`src/rtl/piece_queue.sv`:
```
// Two-bag circular piece buffer between the 7-bag generator and the game FSM.
// Optional hold slot is compiled in when PIECE_QUEUE_HOLD_EN is defined.
module piece_queue #(
    parameter int unsigned PREVIEW = 3
) (
    input  logic                 clk,
    input  logic                 iReset,
    input  logic                 iRequest,
    input  logic                 iGenDone,
    input  logic [20:0]          iPieceOrder,
`ifdef PIECE_QUEUE_HOLD_EN
    input  logic                 iHold,
    output logic [2:0]           oHeld,
`endif
    output logic                 oGenEn,
    output logic [2:0]           oPiece,
    output logic                 oPieceValid,
    output logic [3*PREVIEW-1:0] oPreview,
    output logic [3:0]           oCount,
    output logic                 oReady,
    output logic                 oUnderflow
);

    localparam logic S_IDLE = 1'b0;
    localparam logic S_GEN  = 1'b1;

    function automatic logic [3:0] wrap14(input logic [4:0] x);
        return (x >= 5'd14) ? 4'(x - 5'd14) : x[3:0];
    endfunction

    logic       state_q, state_d;
    logic       gen_en_q, gen_en_d;
    logic [3:0] head_q, head_d;
    logic [3:0] count_q, count_d;
    logic [2:0] piece_q, piece_d;
    logic       valid_q, valid_d;
    logic       underflow_q, underflow_d;
    logic [2:0] buf_q [14];
    logic [3:0] tail;
    logic       pop_req;
    logic       pop;
    logic       load;

`ifdef PIECE_QUEUE_HOLD_EN
    logic [2:0] held_q, held_d;
    logic       hold_used_q, hold_used_d;
    logic       hold_act, hold_pop, hold_swap;
`endif

    // Tail is taken before any same-cycle pop so a load lands behind the old contents.
    assign tail = wrap14({1'b0, head_q} + {1'b0, count_q});
    assign load = gen_en_q & iGenDone;

    always_comb begin
        pop_req = iRequest;
`ifdef PIECE_QUEUE_HOLD_EN
        hold_act  = iHold & ~iRequest & ~hold_used_q & (piece_q != 3'd0);
        hold_pop  = hold_act & (held_q == 3'd0);
        hold_swap = hold_act & (held_q != 3'd0);
        pop_req   = iRequest | hold_pop;
`endif
        pop = pop_req & (count_q != 4'd0);
    end

    always_comb begin
        state_d     = state_q;
        gen_en_d    = gen_en_q;
        head_d      = head_q;
        count_d     = count_q;
        piece_d     = piece_q;
        valid_d     = 1'b0;
        underflow_d = underflow_q;

        if (state_q == S_IDLE) begin
            if (count_q <= 4'd7) begin
                state_d  = S_GEN;
                gen_en_d = 1'b1;
            end
        end else if (iGenDone) begin
            state_d  = S_IDLE;
            gen_en_d = 1'b0;
        end

        if (pop) begin
            piece_d = buf_q[head_q];
            valid_d = 1'b1;
            head_d  = wrap14({1'b0, head_q} + 5'd1);
        end else if (pop_req) begin
            underflow_d = 1'b1;
        end

        case ({load, pop})
            2'b10:   count_d = count_q + 4'd7;
            2'b01:   count_d = count_q - 4'd1;
            2'b11:   count_d = count_q + 4'd6;
            default: count_d = count_q;
        endcase

`ifdef PIECE_QUEUE_HOLD_EN
        held_d      = held_q;
        hold_used_d = hold_used_q;
        if (hold_pop) begin
            held_d      = piece_q;
            hold_used_d = 1'b1;
        end
        if (hold_swap) begin
            piece_d     = held_q;
            held_d      = piece_q;
            valid_d     = 1'b1;
            hold_used_d = 1'b1;
        end
        if (iRequest & pop) begin
            hold_used_d = 1'b0;
        end
`endif
    end

    always_ff @(posedge clk) begin
        if (iReset) begin
            state_q     <= S_IDLE;
            gen_en_q    <= 1'b0;
            head_q      <= '0;
            count_q     <= '0;
            piece_q     <= '0;
            valid_q     <= 1'b0;
            underflow_q <= 1'b0;
        end else begin
            state_q     <= state_d;
            gen_en_q    <= gen_en_d;
            head_q      <= head_d;
            count_q     <= count_d;
            piece_q     <= piece_d;
            valid_q     <= valid_d;
            underflow_q <= underflow_d;
        end
    end

`ifdef PIECE_QUEUE_HOLD_EN
    always_ff @(posedge clk) begin
        if (iReset) begin
            held_q      <= '0;
            hold_used_q <= 1'b0;
        end else begin
            held_q      <= held_d;
            hold_used_q <= hold_used_d;
        end
    end

    assign oHeld = held_q;
`endif

    // Buffer contents need no reset: count gates every read.
    always_ff @(posedge clk) begin
        if (load) begin
            for (int unsigned k = 0; k < 7; k++) begin
                buf_q[wrap14(5'(tail) + 5'(k))] <= iPieceOrder[3*k +: 3];
            end
        end
    end

    always_comb begin
        oPreview = '0;
        for (int unsigned j = 0; j < PREVIEW; j++) begin
            if (j < 32'(count_q)) begin
                oPreview[3*j +: 3] = buf_q[wrap14(5'(head_q) + 5'(j))];
            end
        end
    end

    assign oGenEn      = gen_en_q;
    assign oPiece      = piece_q;
    assign oPieceValid = valid_q;
    assign oCount      = count_q;
    assign oReady      = (32'(count_q) > PREVIEW);
    assign oUnderflow  = underflow_q;

endmodule

```
`config.mk`:
```
export PLATFORM = sky130hd
export DESIGN_NAME = piece_queue
export DESIGN_NICKNAME = d
export VERILOG_FILES = /design/src/rtl/piece_queue.sv
export SDC_FILE = /design/constraint.sdc
export NUM_CORES = 1
export LEC_CHECK = 0
export CAP_MARGIN = 0
export CORE_MARGIN = 2
export CORE_UTILIZATION = 40
export CTS_CLUSTER_DIAMETER = 60
export DETAILED_ROUTE_END_ITERATION = 16
export HOLD_SLACK_MARGIN = 0.15
export PLACE_DENSITY_LB_ADDON = 0.05
export SYNTH_ARGS = -nofsm -noshare
export SYNTH_HDL_FRONTEND = slang
export SYNTH_SLANG_ARGS = --single-unit
```
`constraint.sdc`:
```
create_clock -name clk -period 8 [get_ports clk]
set_input_delay 1.6 -clock clk [delete_from_list [all_inputs] [get_ports clk]]
set_output_delay 1.6 -clock clk [all_outputs]
set_load 0.01 [all_outputs]
```
==> impl_metrics.ini <==
[run_status]
outcome = finished, final reports clean

[drt]
routed_wl_um = 39400
route.vias.total = 10100
avgRoutedWirePerCell_um = 27.3
detail-route-antenna-nets = 0
drt_first_pass_iters = 5
initialDrtViolationCount = 1189
post-route-drc-count = 0
vias_per_cell = 6.97

[cts]
clk_transition_reported_paths_ns = 0.06
cts_hold_buffers = 0
clk_path_buf_depth = 2
tritoncts = done
clk_root_buffer_cell = sky130_fd_sc_hd__clkbuf_16
cts-buffers-inserted = 9
post_cts_resized = 0
clkLatencyLatePin_ns = 0.35
numClockSinks = 57
htreeDepth = 3
cts.repair_timing.setup_buffer_count = 0

[worst_setup_path]
criticalPathCategory = flip-flop to flip-flop
startpoint_type = flip-flop
worstPathCellList = ha_1, fa_1, ha_1, inv_1, or4_4, nand3_1, ha_1, inv_1, nor2_1, a31oi_1, a31oi_2, o211a_1, mux2_2, o21ai_0, a21oi_1
worstPathMaxFanout = 16
cp.arrival_ns = 7.06
critical_path.slowest_cell = sky130_fd_sc_hd__a31oi_2
worstSetupEndpointType = flip-flop
cpMostUsedCell = sky130_fd_sc_hd__ha_1
worstPathRequired_ns = 8.07
crit_path_max_incr_delay_ns = 0.92

[grt]
initial_antenna_violation_count = 0
grt_start_max_net_pins = 44
grt_use_total_pct = 32.3
first_global_vias = 9330
globalRouteOverflowTotal = 0
grt_first_pass_wirelength_um = 58800

[timing]
rsz0062_at_grt = no
tightest_slew_ns = 1.19
report.final.setup_viol = 0
max_slew_margin_pct = 20.4
fin_skew_ns = 0.0119
fin_setup_tns_ns = 0
final.min_clock_period_ns = 6.99
final.period_utilization_pct = 87.4
fmaxAchievable_mhz = 143
hold_viol_final = 0
final-max-slew-violation-count = 0

[die]
initial_core_util_pct = 40.5
io-pin-count = 45
core.rowCount = 55
chipHeight_um = 155
core_area_mm2 = 0.0225
die-area_mm2 = 0.0240
die_w_um = 155

[synth]
sequential_area_share_after_synthesis_pct = 17.1
synthArstFlopShare_pct = 0
synth_cells = 1153
total_of_flip_flops_plus_latches_after_synthesis = 57
synth_area_per_cell_um2 = 7.91
dominantRegCellSynth = sky130_fd_sc_hd__edfxtp_1
number_of_unique_standard_cell_types_used_by_synthesis = 101
synth_enable_flop_cells = 42
ys.warnings.count = 0
synth_area_mm2 = 0.00912
synthesis.nets = 1214

[min_path]
min_path_type = flip-flop to flip-flop

[final_layout]
num-nets-final = 1216
syn_to_final_growth_pct = 9.17
layout-drive-gt1-share_pct = 12.3
antenna_cells_inserted = 0

[place]
gp_congestion = 0.990
buffer_ports.inserted = 44
dp_hpwl_um = 29300

[flow_run]
max-cap-violations = 0
-- path summary, 6_finish.rpt --
kind | end | startpoint | slack, ns | cells after the start
max | buf_q[12][1] | oCount[0] | 1.01 | 15
min | oUnderflow | oUnderflow | 0.46 | 2
max reg2reg | buf_q[12][1] | oCount[0] | 1.01 | 15
min reg2reg | oUnderflow | oUnderflow | 0.46 | 2
-- state kept, by name, summed over array words and instances (netlist names) --
signal and cells:
buf_q 42, head_q 4, oCount 4, oGenEn 1
oPiece 3, oPieceValid 1, oUnderflow 1, state_q 1
-- synthesized netlist by cell type, types with 7 or more instances --
library cell                instances  area share [%]
sky130_fd_sc_hd__mux2i_1           41             4.5
sky130_fd_sc_hd__nand2b_1          15             1.0
sky130_fd_sc_hd__inv_1             43             1.8
sky130_fd_sc_hd__a21oi_1           57             3.1
sky130_fd_sc_hd__and2_1            17             1.2
sky130_fd_sc_hd__o21a_1            10            0.82
sky130_fd_sc_hd__nand2_1          110             4.5
sky130_fd_sc_hd__o221a_2            8            0.99
sky130_fd_sc_hd__a31oi_1            8            0.55
sky130_fd_sc_hd__nor4_1             8            0.55
sky130_fd_sc_hd__a221oi_1          10            0.96
sky130_fd_sc_hd__o22ai_1           20             1.4
sky130_fd_sc_hd__a211oi_1          35             2.9
sky130_fd_sc_hd__o2111ai_1         13             1.2
sky130_fd_sc_hd__ha_1              34             4.7
sky130_fd_sc_hd__o21ai_0           35             1.9
sky130_fd_sc_hd__nor2_1           134             5.5
sky130_fd_sc_hd__dfxtp_1           15             3.3
sky130_fd_sc_hd__o211ai_1          16             1.3
sky130_fd_sc_hd__a22oi_1           35             2.9
sky130_fd_sc_hd__clkbuf_1          42             1.7
sky130_fd_sc_hd__a221o_1            9            0.99
sky130_fd_sc_hd__o31ai_1           17             1.4
sky130_fd_sc_hd__nand4_1           12            0.82
sky130_fd_sc_hd__nand3_1           42             2.3
sky130_fd_sc_hd__mux4_2            21             5.2
sky130_fd_sc_hd__buf_4              7            0.58
sky130_fd_sc_hd__a32oi_1            9            0.86
sky130_fd_sc_hd__buf_1              7            0.29
sky130_fd_sc_hd__nor3b_1           10            0.82
sky130_fd_sc_hd__nor2b_1            8            0.55
sky130_fd_sc_hd__or3_1             12            0.82
sky130_fd_sc_hd__nor3_1            29             1.6
sky130_fd_sc_hd__mux2_2            27             3.3
sky130_fd_sc_hd__a311oi_1          13             1.2
sky130_fd_sc_hd__a211o_1            7            0.67
sky130_fd_sc_hd__and3_1            12            0.82
sky130_fd_sc_hd__o211a_1            7            0.77
sky130_fd_sc_hd__edfxtp_1          42              14
-- worst max-delay path: cells and delay by family, from the launching register on --
kind / cells / cell delay, ns
AOI/OAI and AO/OA: 5 / 1.88
and+or+nand+nor: 3 / 1.61
muxes: 1 / 0.35
buffers and inverters: 2 / 0.40
adders and majority gates: 4 / 2.00
DFF: 1 / 0.47
-- layout by cell type (no fill, tap or decap), types with 13 or more instances in the layout --
cell and n:
sky130_fd_sc_hd__o31ai_1 17, sky130_fd_sc_hd__mux2i_1 41, sky130_fd_sc_hd__mux4_2 21, sky130_fd_sc_hd__ha_1 34, sky130_fd_sc_hd__nor2_1 134, sky130_fd_sc_hd__and2_1 17
sky130_fd_sc_hd__mux2_2 27, sky130_fd_sc_hd__o2111ai_1 13, sky130_fd_sc_hd__nor3_1 29, sky130_fd_sc_hd__o22ai_1 20, sky130_fd_sc_hd__edfxtp_1 42, sky130_fd_sc_hd__nand3_1 42
sky130_fd_sc_hd__a211oi_1 35, sky130_fd_sc_hd__o211ai_1 16, sky130_fd_sc_hd__nand2b_1 15, sky130_fd_sc_hd__inv_1 43, sky130_fd_sc_hd__a22oi_1 35, sky130_fd_sc_hd__nand2_1 110
sky130_fd_sc_hd__a311oi_1 13, sky130_fd_sc_hd__o21ai_0 35, sky130_fd_sc_hd__a21oi_1 57, sky130_fd_sc_hd__dfxtp_1 14, sky130_fd_sc_hd__buf_4 22, sky130_fd_sc_hd__clkdlybuf4s50_1 44
-- cell type report --
cell class	count	area, um2
inverter	48	180
tap	285	357
clock buffer	11	233
clock inverter	5	28.8
multi-input combinational	973	6990
timing repair buffer	66	606
fill	2342	12600
sequential	57	1560
-- per-stage QoR --
stage | hold WS, ns | utilization [%] | instance area, um2 | std cells | setup WS, ns
CTS | 0.468 | 44.2 | 9950 | 1445 | 1.18
global route | 0.502 | 44.2 | 9950 | 1445 | 0.689
floorplan | 0.493 | - | 9120 | 1153 | 1.94
detailed placement | 0.453 | 43.1 | 9690 | 1429 | 1.23
finish | 0.462 | 44.2 | 9950 | 1445 | 1.01
global placement | 0.451 | 43.1 | 9690 | 1429 | 1.24
-- metal layers --
layer	global-route usage (%)	share of wire, %	vias to the layer above
li1	-	-	4528
met1	42.3	42	4883
met2	52.2	45	553
met3	6.80	8.8	111
met4	12.9	3.9	0
met5	0	0	-
-- cells by family after synthesis --
group	synth area share, %
AOI/OAI and AO/OA	32.7
adders and majority gates	5.11
muxes	13.4
xor gates and xnor gates	1.22
buffers and inverters	6.33
and+or+nand+nor	24.2
DFF	17.1
Power is left out: the tool's default activity adds up to more than one toggle a clock period on the data nets, which glitch-free logic cannot reach.
